**src/rtl/wb_stage.sv**
```systemverilog
// wb_stage: MEM/WB pipeline register, writeback mux with load extension, and retired-instruction counter
// Ports: clk/rst (sync active-high); en (0 = stall); flush (bubble next edge);
//   in_* : instruction leaving MEM (valid, rd source select, load controls, pc, imm, alu, rdata);
//   rf_we/rf_waddr/rf_wdata : register-file write port; wb_valid : registered valid; instret : 64-bit retire count.
module wb_stage #(
  parameter int XLEN = 32
) (
  input  logic            clk,
  input  logic            rst,
  input  logic            en,
  input  logic            flush,
  input  logic            in_valid,
  input  logic [1:0]      in_rd_sel,
  input  logic            in_mem_to_reg,
  input  logic            in_reg_write,
  input  logic [4:0]      in_rd_addr,
  input  logic            in_compressed,
  input  logic [XLEN-1:0] in_pc,
  input  logic [XLEN-1:0] in_imm,
  input  logic [XLEN-1:0] in_alu_result,
  input  logic [XLEN-1:0] in_mem_rdata,
  input  logic [2:0]      in_funct3,
  input  logic [1:0]      in_addr_lo,
  output logic            rf_we,
  output logic [4:0]      rf_waddr,
  output logic [XLEN-1:0] rf_wdata,
  output logic            wb_valid,
  output logic [63:0]     instret
);
  logic            r_valid;
  logic [1:0]      r_rd_sel;
  logic            r_mem_to_reg;
  logic            r_reg_write;
  logic [4:0]      r_rd;
  logic            r_compressed;
  logic [XLEN-1:0] r_pc;
  logic [XLEN-1:0] r_imm;
  logic [XLEN-1:0] r_alu;
  logic [XLEN-1:0] r_rdata;
  logic [2:0]      r_funct3;
  logic [1:0]      r_addr_lo;
  logic [63:0]     r_instret;
  // Set by reset until the first capture: zeroed fields would otherwise select link data (pc+4).
  logic            r_zero;
  logic [XLEN-1:0] w_shift;
  logic [7:0]      w_byte;
  logic [15:0]     w_half;
  logic [XLEN-1:0] w_load;
  logic [XLEN-1:0] w_link;
  logic [XLEN-1:0] w_mux;
  always_ff @(posedge clk) begin
    if (rst) begin
      r_valid      <= 1'b0;
      r_rd_sel     <= '0;
      r_mem_to_reg <= 1'b0;
      r_reg_write  <= 1'b0;
      r_rd         <= '0;
      r_compressed <= 1'b0;
      r_pc         <= '0;
      r_imm        <= '0;
      r_alu        <= '0;
      r_rdata      <= '0;
      r_funct3     <= '0;
      r_addr_lo    <= '0;
      r_instret    <= '0;
      r_zero       <= 1'b1;
    end else begin
      if (flush) begin
        r_valid <= 1'b0;
      end else if (en) begin
        r_valid      <= in_valid;
        r_rd_sel     <= in_rd_sel;
        r_mem_to_reg <= in_mem_to_reg;
        r_reg_write  <= in_reg_write;
        r_rd         <= in_rd_addr;
        r_compressed <= in_compressed;
        r_pc         <= in_pc;
        r_imm        <= in_imm;
        r_alu        <= in_alu_result;
        r_rdata      <= in_mem_rdata;
        r_funct3     <= in_funct3;
        r_addr_lo    <= in_addr_lo;
        r_zero       <= 1'b0;
      end
      // Counted on the edge that moves the instruction out, so a stall counts it once.
      if (r_valid && en) r_instret <= r_instret + 64'd1;
    end
  end
  always_comb begin
    w_shift = r_rdata >> {r_addr_lo, 3'b000};
    w_byte  = w_shift[7:0];
    w_half  = r_addr_lo[1] ? r_rdata[31:16] : r_rdata[15:0];
    w_load  = (r_funct3 == 3'b000) ? {{24{w_byte[7]}}, w_byte} :
              (r_funct3 == 3'b001) ? {{16{w_half[15]}}, w_half} :
              (r_funct3 == 3'b100) ? {24'd0, w_byte} :
              (r_funct3 == 3'b101) ? {16'd0, w_half} : r_rdata;
    w_link  = r_pc + (r_compressed ? 32'd2 : 32'd4);
    w_mux   = (r_rd_sel == 2'b00) ? w_link :
              (r_rd_sel == 2'b01) ? r_pc + r_imm :
              (r_rd_sel == 2'b10) ? r_imm :
              (r_mem_to_reg ? w_load : r_alu);
  end
  assign rf_we    = r_valid & r_reg_write & (r_rd != 5'd0);
  assign rf_waddr = r_rd;
  assign rf_wdata = (rst | r_zero) ? '0 : w_mux;
  assign wb_valid = r_valid;
  assign instret  = r_instret;
endmodule

```
**config.mk**
```make
export PLATFORM = sky130hd
export DESIGN_NAME = wb_stage
export DESIGN_NICKNAME = d
export VERILOG_FILES = /design/src/rtl/wb_stage.sv
export SDC_FILE = /design/constraint.sdc
export NUM_CORES = 1
export LEC_CHECK = 0
export CAP_MARGIN = 20
export CORE_ASPECT_RATIO = 0.6
export CORE_UTILIZATION = 52
export DETAILED_ROUTE_END_ITERATION = 8
export PLACE_DENSITY = 0.84
export SLEW_MARGIN = 10
export SYNTH_ARGS = -nofsm -noshare
export SYNTH_HDL_FRONTEND = slang
export SYNTH_SLANG_ARGS = --single-unit
```
**constraint.sdc**
```tcl
create_clock -name clk -period 4.1 [get_ports clk]
set_input_delay 0.82 -clock clk [delete_from_list [all_inputs] [get_ports clk]]
set_output_delay 0.82 -clock clk [all_outputs]
set_load 0.02 [all_outputs]
```
==> results of run 1 <==
[worst register-to-register path, cell delays in order, from the launching register on]
cell and delay [ns]:
dfxtp_1 0.52, nand3_1 0.21, nor3_4 0.36, nor4b_4 0.57, nand2_1 0.24, nor3_2 0.35
nand3_1 0.16, xor2_1 0.18, nor2_1 0.05
[repair_timing]
action,4_1_cts,5_1_grt
resized for setup,98,85
buffers inserted,0,3
setup endpoints to repair,27,30
pin swaps,3,26
[final timing paths]
path                  to  cells past startpoint     start
max          rf_wdata[6]                     12   r_pc[1]
max reg2reg  instret[37]                      8  wb_valid
min             r_alu[1]                      2  r_alu[1]
min reg2reg     r_alu[1]                      2  r_alu[1]
[cells by family (layout without fill, tap and decap cells)]
group           after synthesis  in the layout
xor+xnor                    101            101
buf+inv                     120            400
simple gates                639            639
fa+ha+maj                    36             36
flops                       209            209
compound gates              453            453
mux                          20             20
[power by group through the flow]
stage | clock (mW) | combinational, mW | sequential (mW)
floorplan | 0 | 0.376 | 2.19
global placement | 0 | 0.687 | 2.20
detailed placement | 0 | 0.697 | 2.20
CTS | 1.96 | 0.708 | 2.16
global route | 2.06 | 0.797 | 2.17
finish | 1.95 | 0.742 | 2.17
[synth_stat cells, drive strengths merged (12+ instances only)]
library cell / number / area (sq um)
a211oi: 24 / 180
a21o: 20 / 150
a21oi: 242 / 1210
and3: 20 / 131
buf: 16 / 72.6
clkbuf: 83 / 312
dfxtp: 209 / 4180
ha: 34 / 425
inv: 19 / 71.3
mux2i: 14 / 140
nand2: 360 / 1350
nand3: 49 / 260
nand4: 15 / 106
nor2: 118 / 448
nor3: 12 / 76.3
o21ai: 67 / 339
o22ai: 12 / 75.1
or3: 18 / 118
xnor2: 41 / 359
xor2: 60 / 526
[metal layers]
metal,vias up,GRT usage
li1,6049,-
met1,6104,0.543
met2,686,0.490
met3,79,0.0838
met4,0,0.0799
met5,-,0
[metrics by stage]
stage | setup slack (ns) | hold slack (ns) | total power [mW]
global placement | -0.0573 | 0.442 | 2.89
finish | 0.0314 | 0.455 | 4.86
CTS | 0.00164 | 0.456 | 4.82
floorplan | 0.433 | 0.432 | 2.56
global route | -0.0916 | 0.477 | 5.03
detailed placement | -0.132 | 0.447 | 2.90
[area by class of cell]
class,instances,area share
clock buffer,31,0.0381
clock inverter,6,0.00381
inverter,21,0.00490
multi-input combinational,1249,0.471
sequential,209,0.261
tap,308,0.0240
timing repair buffer,342,0.197
==> results.yml, run 1 <==
cells_and_area:
  final_layout_size_suffix_gt1_frac: 0.134
  multi_input_area_sq_um: 7570
  layout_commonest_cell: "nand2_1"
  final-seq-area_sq_um: 4210
  nets: 2028
  mostFrequentLayoutCells: "359 x nand2_1, 236 x a21oi_1, 219 x clkdlybuf4s50_1, 196 x dfxtp_1, 115 x nor2_1"
  final_util: 0.723
  antennaDiodeCount: 0
  final_area_sq_um: 16100
  largest_reg_flops: 64
  nFillCells: 1803
  fin_cells: 2166
  area_growth_syn_to_layout_pct: 35.4
sta:
  finalSetupTns_ns: 0
  hold_viol_final: 0
  final_max_slew_viol_count: 0
  finClkSkew_ns: 0.0123
  tightest_slew_ns: 0.923
  max_freq_mhz: 246
  setup_violations: 0
  max_slew_margin: 0.384
  fin_crit_sh: 0.992
  finalCriticalPeriod_ns: 4.07
  rsz0062_at_grt: "yes"
pwr:
  power.density_nw_per_um2: 302
  p_int_mw: 3.54
  vdd_ir_drop_max_uv: 286
  net-switching-power_mw: 1.32
  power_frac_clock: 0.401
  p_leak_nw: 6.19
  power_frac_comb: 0.153
  power_switching_share: 0.272
  p_seq_frac: 0.446
setup_path:
  crit_fanout: 3
  path_cells: "buf_4 -> inv_1 -> fa_2 -> nand2b_4 -> a21oi_4 -> buf_4 -> a21o_1 -> a21oi_1 -> xnor2_1 -> mux4_2 -> and2_1 -> dlygate4sd2_1"
  crit_buf_inv: 4
  crit_slowest_cell: "mux4_2"
  max_stage_delay_ns: 0.49
  critPathCaptureType: "primary output"
  path_class: "flop to primary output"
  worstPathArrival_ns: 3.25
  rrSetupSlack_ns: 1.32
  crit_family: "buffers and inverters"
  worstSetupStartpointType: "flop"
  crit_top_cell: "buf_4"
  cp.required_ns: 3.28
synthesis:
  synth_edf_count: 0
  synth_compound_area_frac: 0.230
  ys_seq_area_frac: 0.352
  ys_ff_latch: 209
  syn_nets: 1762
  syn_inst: 1578
  yosys.area_share.simple: 0.242
  synthFlopType: "dfxtp_1"
  syn_avg_cell_area_sq_um: 7.53
  async_reset_ff_frac: 0
  synth_cell_type_count: 83
  muxShareOfSynthArea: 0.0232
  synth_top_family_by_area: "simple AND/OR/NAND/NOR gates"
  synth_area_sq_um: 11900
  synthAdderAreaFrac: 0.0392
  synth-xor-area-share: 0.0745
  yosysWarnings: 0
detailed_routing:
  wire_per_inst_microns: 19.7
  met2_length_mm: 17.4
  highest_layer: "met4"
  met3WireLength_mm: 4.86
  vias_per_cell: 5.96
  via_count: 12900
  routed_wl_mm: 42.7
  drtIter0Drc: 1400
  drt_pass1_iterations: 6
  drc: 0
  antenna_left: 0
  wl_met1_mm: 19.6
clock_network:
  cts_tree: "built"
  cts_buffers: 21
  clk_path_buf_depth: 3
  cts-root-buf: "clkbuf_16"
  cts_sinks: 209
  clkLatencyLatePin_ns: 0.52
  ctsHoldBuffers: 0
  clk_pin_slew_ns: 0.06
  htreeDepth: 1
placed_design:
  dp.cells: 2126
  hpwl_mm: 31.0
  gp_congestion: 1.01
  placement.cell_area_sq_um: 15100
  port_buffers: 250
die:
  die-area_sq_um: 23500
  row_count: 42
  top_level_ports: 251
  initial_core_util: 0.534
  die_h_microns: 119
  placeableCoreArea_sq_um: 22200
  dieWidth_microns: 197
global_route:
  gr-total-overflow: 0
  grt_pass1_vias: 11700
  grt_pass1_wl_mm: 65.2
  grt_max_degree: 144
  antenna_found_initial: 0
  grt_use_total: 0.354
hold_path:
  hold_class: "flop to flop"
job:
  cap_viol_max_count: 0
run_status:
  status: "completed"
Power figures use the tool's default switching activity.
==> run 2: changes to the inputs <==
--- a/config.mk
+++ b/config.mk
@@ -7,9 +7,9 @@
 export LEC_CHECK = 0
 export CAP_MARGIN = 20
 export CORE_ASPECT_RATIO = 0.6
-export CORE_UTILIZATION = 52
+export CORE_UTILIZATION = 35
 export DETAILED_ROUTE_END_ITERATION = 8
-export PLACE_DENSITY = 0.84
+export PLACE_DENSITY = 0.61
 export SLEW_MARGIN = 10
 export SYNTH_ARGS = -nofsm -noshare
 export SYNTH_HDL_FRONTEND = slang
==> run 2 against run 1 <==
  * Power is 2.6% higher
  * Wire length is 2.9% higher
  * Count of clock-buffer cells in the layout is 2 higher
  * Largest cell class unchanged
  * Largest power group unchanged
==> results.yml, run 2 (synthesis results as in run 1) <==
cells_and_area:
  antennaDiodeCount: 0
  fin_cells: 2307
  mostFrequentLayoutCells: "357 x nand2_1, 235 x a21oi_1, 221 x clkdlybuf4s50_1, 193 x dfxtp_1, 113 x nor2_1"
  largest_reg_flops: 64
  nets: 2028
  layout_commonest_cell: "nand2_1"
  final_layout_size_suffix_gt1_frac: 0.136
  final_util: 0.496
  area_growth_syn_to_layout_pct: 37.5
hold_path:
  min_to: "r_alu[5]"
  hp-start: "r_alu[5]"
  hold_class: "flop to flop"
  hold_depth: 2
sta:
  max_freq_mhz: 248
  finClkSkew_ns: 0.00930
  tightest_slew_ns: 0.954
  hold_viol_final: 0
  rsz0062_at_grt: "yes"
  setup_violations: 0
  finalSetupTns_ns: 0
  finalCriticalPeriod_ns: 4.04
  finalWorstSetupSlack_ns: 0.0647
  final_max_slew_viol_count: 0
  fin_crit_sh: 0.984
  max_slew_margin: 0.364
die:
  top_level_ports: 251
  initial_core_util: 0.361
  row_count: 51
  dieWidth_microns: 240
  die_h_microns: 145
  placeableCoreArea_sq_um: 32900
  die-area_sq_um: 34700
clock_network:
  clkLatencyLatePin_ns: 0.53
  cts-root-buf: "clkbuf_16"
  cts_buffers: 23
  clk_pin_slew_ns: 0.06
  cts_sinks: 209
  cts_tree: "built"
  clk_path_buf_depth: 3
  htreeDepth: 1
  ctsHoldBuffers: 0
setup_path:
  rrSetupSlack_ns: 1.57
  crit_buf_inv: 2
  cp.required_ns: 3.28
  crit_slowest_cell: "ha_1"
  worstReg2RegEnd: "instret[48]"
  reg2reg_depth: 8
  crit_family: "compound AO/OA/AOI/OAI gates"
  crit_fanout: 5
  path_cells: "ha_1 -> and3_4 -> and3_1 -> a311oi_2 -> buf_4 -> nor2_1 -> o21a_1 -> a211o_1 -> xnor2_1 -> o2bb2ai_2 -> buf_6"
  r2r-start: "instret[7]"
  worstPathArrival_ns: 3.22
  path_class: "flop to primary output"
  critPathCaptureType: "primary output"
  worstSetupStartpointType: "flop"
  max_stage_delay_ns: 0.36
global_route:
  grt_max_degree: 85
  grt_pass1_vias: 11500
  grt_use_total: 0.244
  grt_pass1_wl_mm: 65.4
  antenna_found_initial: 1
  gr-total-overflow: 0
placed_design:
  hpwl_mm: 33.0
  gp_congestion: 0.967
  dp_slack_ns: -0.0279
  dp.cells: 2260
  port_buffers: 250
pwr:
  vdd_ir_drop_max_uv: 283
  p_leak_nw: 6.10
  power_mw: 4.98
  power.density_nw_per_um2: 305
detailed_routing:
  vias_per_cell: 5.38
  drtIter0Drc: 908
  via_count: 12400
  drt_pass1_iterations: 5
  routed_wl_mm: 43.9
  drc: 0
  antenna_left: 0
  wire_per_inst_microns: 19.0
job:
  cap_viol_max_count: 0
run_status:
  status: "completed"
## run 2: changes by cell type in the layout (fill, tap and decap cells not counted), sizes merged
| cell | delta |
|---|---|
| buf | -1 |
| clkbuf | +2 |
| clkdlybuf4s50 | +2 |
| bufinv | +1 |
| dlymetal6s2s | -4 |
| inv | -1 |
| clkinvlp | -1 |
| dlygate4sd2 | -1 |
| clkdlybuf4s15 | +2 |
## run 2: power breakdown
part	leakage, nW	total, mW	switching (mW)	internal [mW]
Combinational	4.03	0.725	0.385	0.340
Clock	0.359	2.09	0.866	1.22
Sequential	1.71	2.17	0.0728	2.10
## run 2: worst max-delay path by stage
stage,startpoint,to,cells past startpoint
finish,r_imm[9],rf_wdata[31],11
global route,r_pc[1],rf_wdata[31],15
CTS,r_pc[13],rf_wdata[30],11
detailed placement,r_pc[6],rf_wdata[24],10
global placement,r_pc[6],rf_wdata[24],10
floorplan,r_compressed,rf_wdata[11],7
## run 2: per-stage QoR
step	hold WS [ns]	area [sq um]
2_1_floorplan	0.432	11900
3_3_place_gp	0.441	15200
3_5_place_dp	0.446	15200
4_1_cts	0.456	16100
5_1_grt	0.477	16300
6_report	0.456	16300
## run 2: worst min-delay path, stage by stage, from the launching register on
cell and delay, ns:
dfxtp_1 0.31, nand2_1 0.05, a21oi_1 0.05
## run 2: layout make-up
class / count / area, sq um
sequential: 209 / 4210
clock buffer: 33 / 653
multi-input combinational: 1249 / 7580
timing repair buffer: 340 / 3170
fill: 3284 / 16600
inverter: 21 / 78.8
clock inverter: 5 / 75.1
tap: 450 / 563
## run 2: timing repair
| action | CTS | global route |
|---|---|---|
| setup buffers | 4 | 5 |
| pin swaps | 10 | 30 |
| setup endpoints to repair | 28 | 26 |
| gates cloned | 0 | 0 |
| resized for setup | 124 | 65 |
## run 2: routing by layer
layer | track usage | share of wire | vias to the layer above
met1 | 0.365 | 0.50 | 5855
li1 | - | - | 6062
met4 | 0.0590 | 0.023 | 2
met2 | 0.347 | 0.40 | 423
met5 | 0 | 0.00030 | -
met3 | 0.0565 | 0.077 | 78
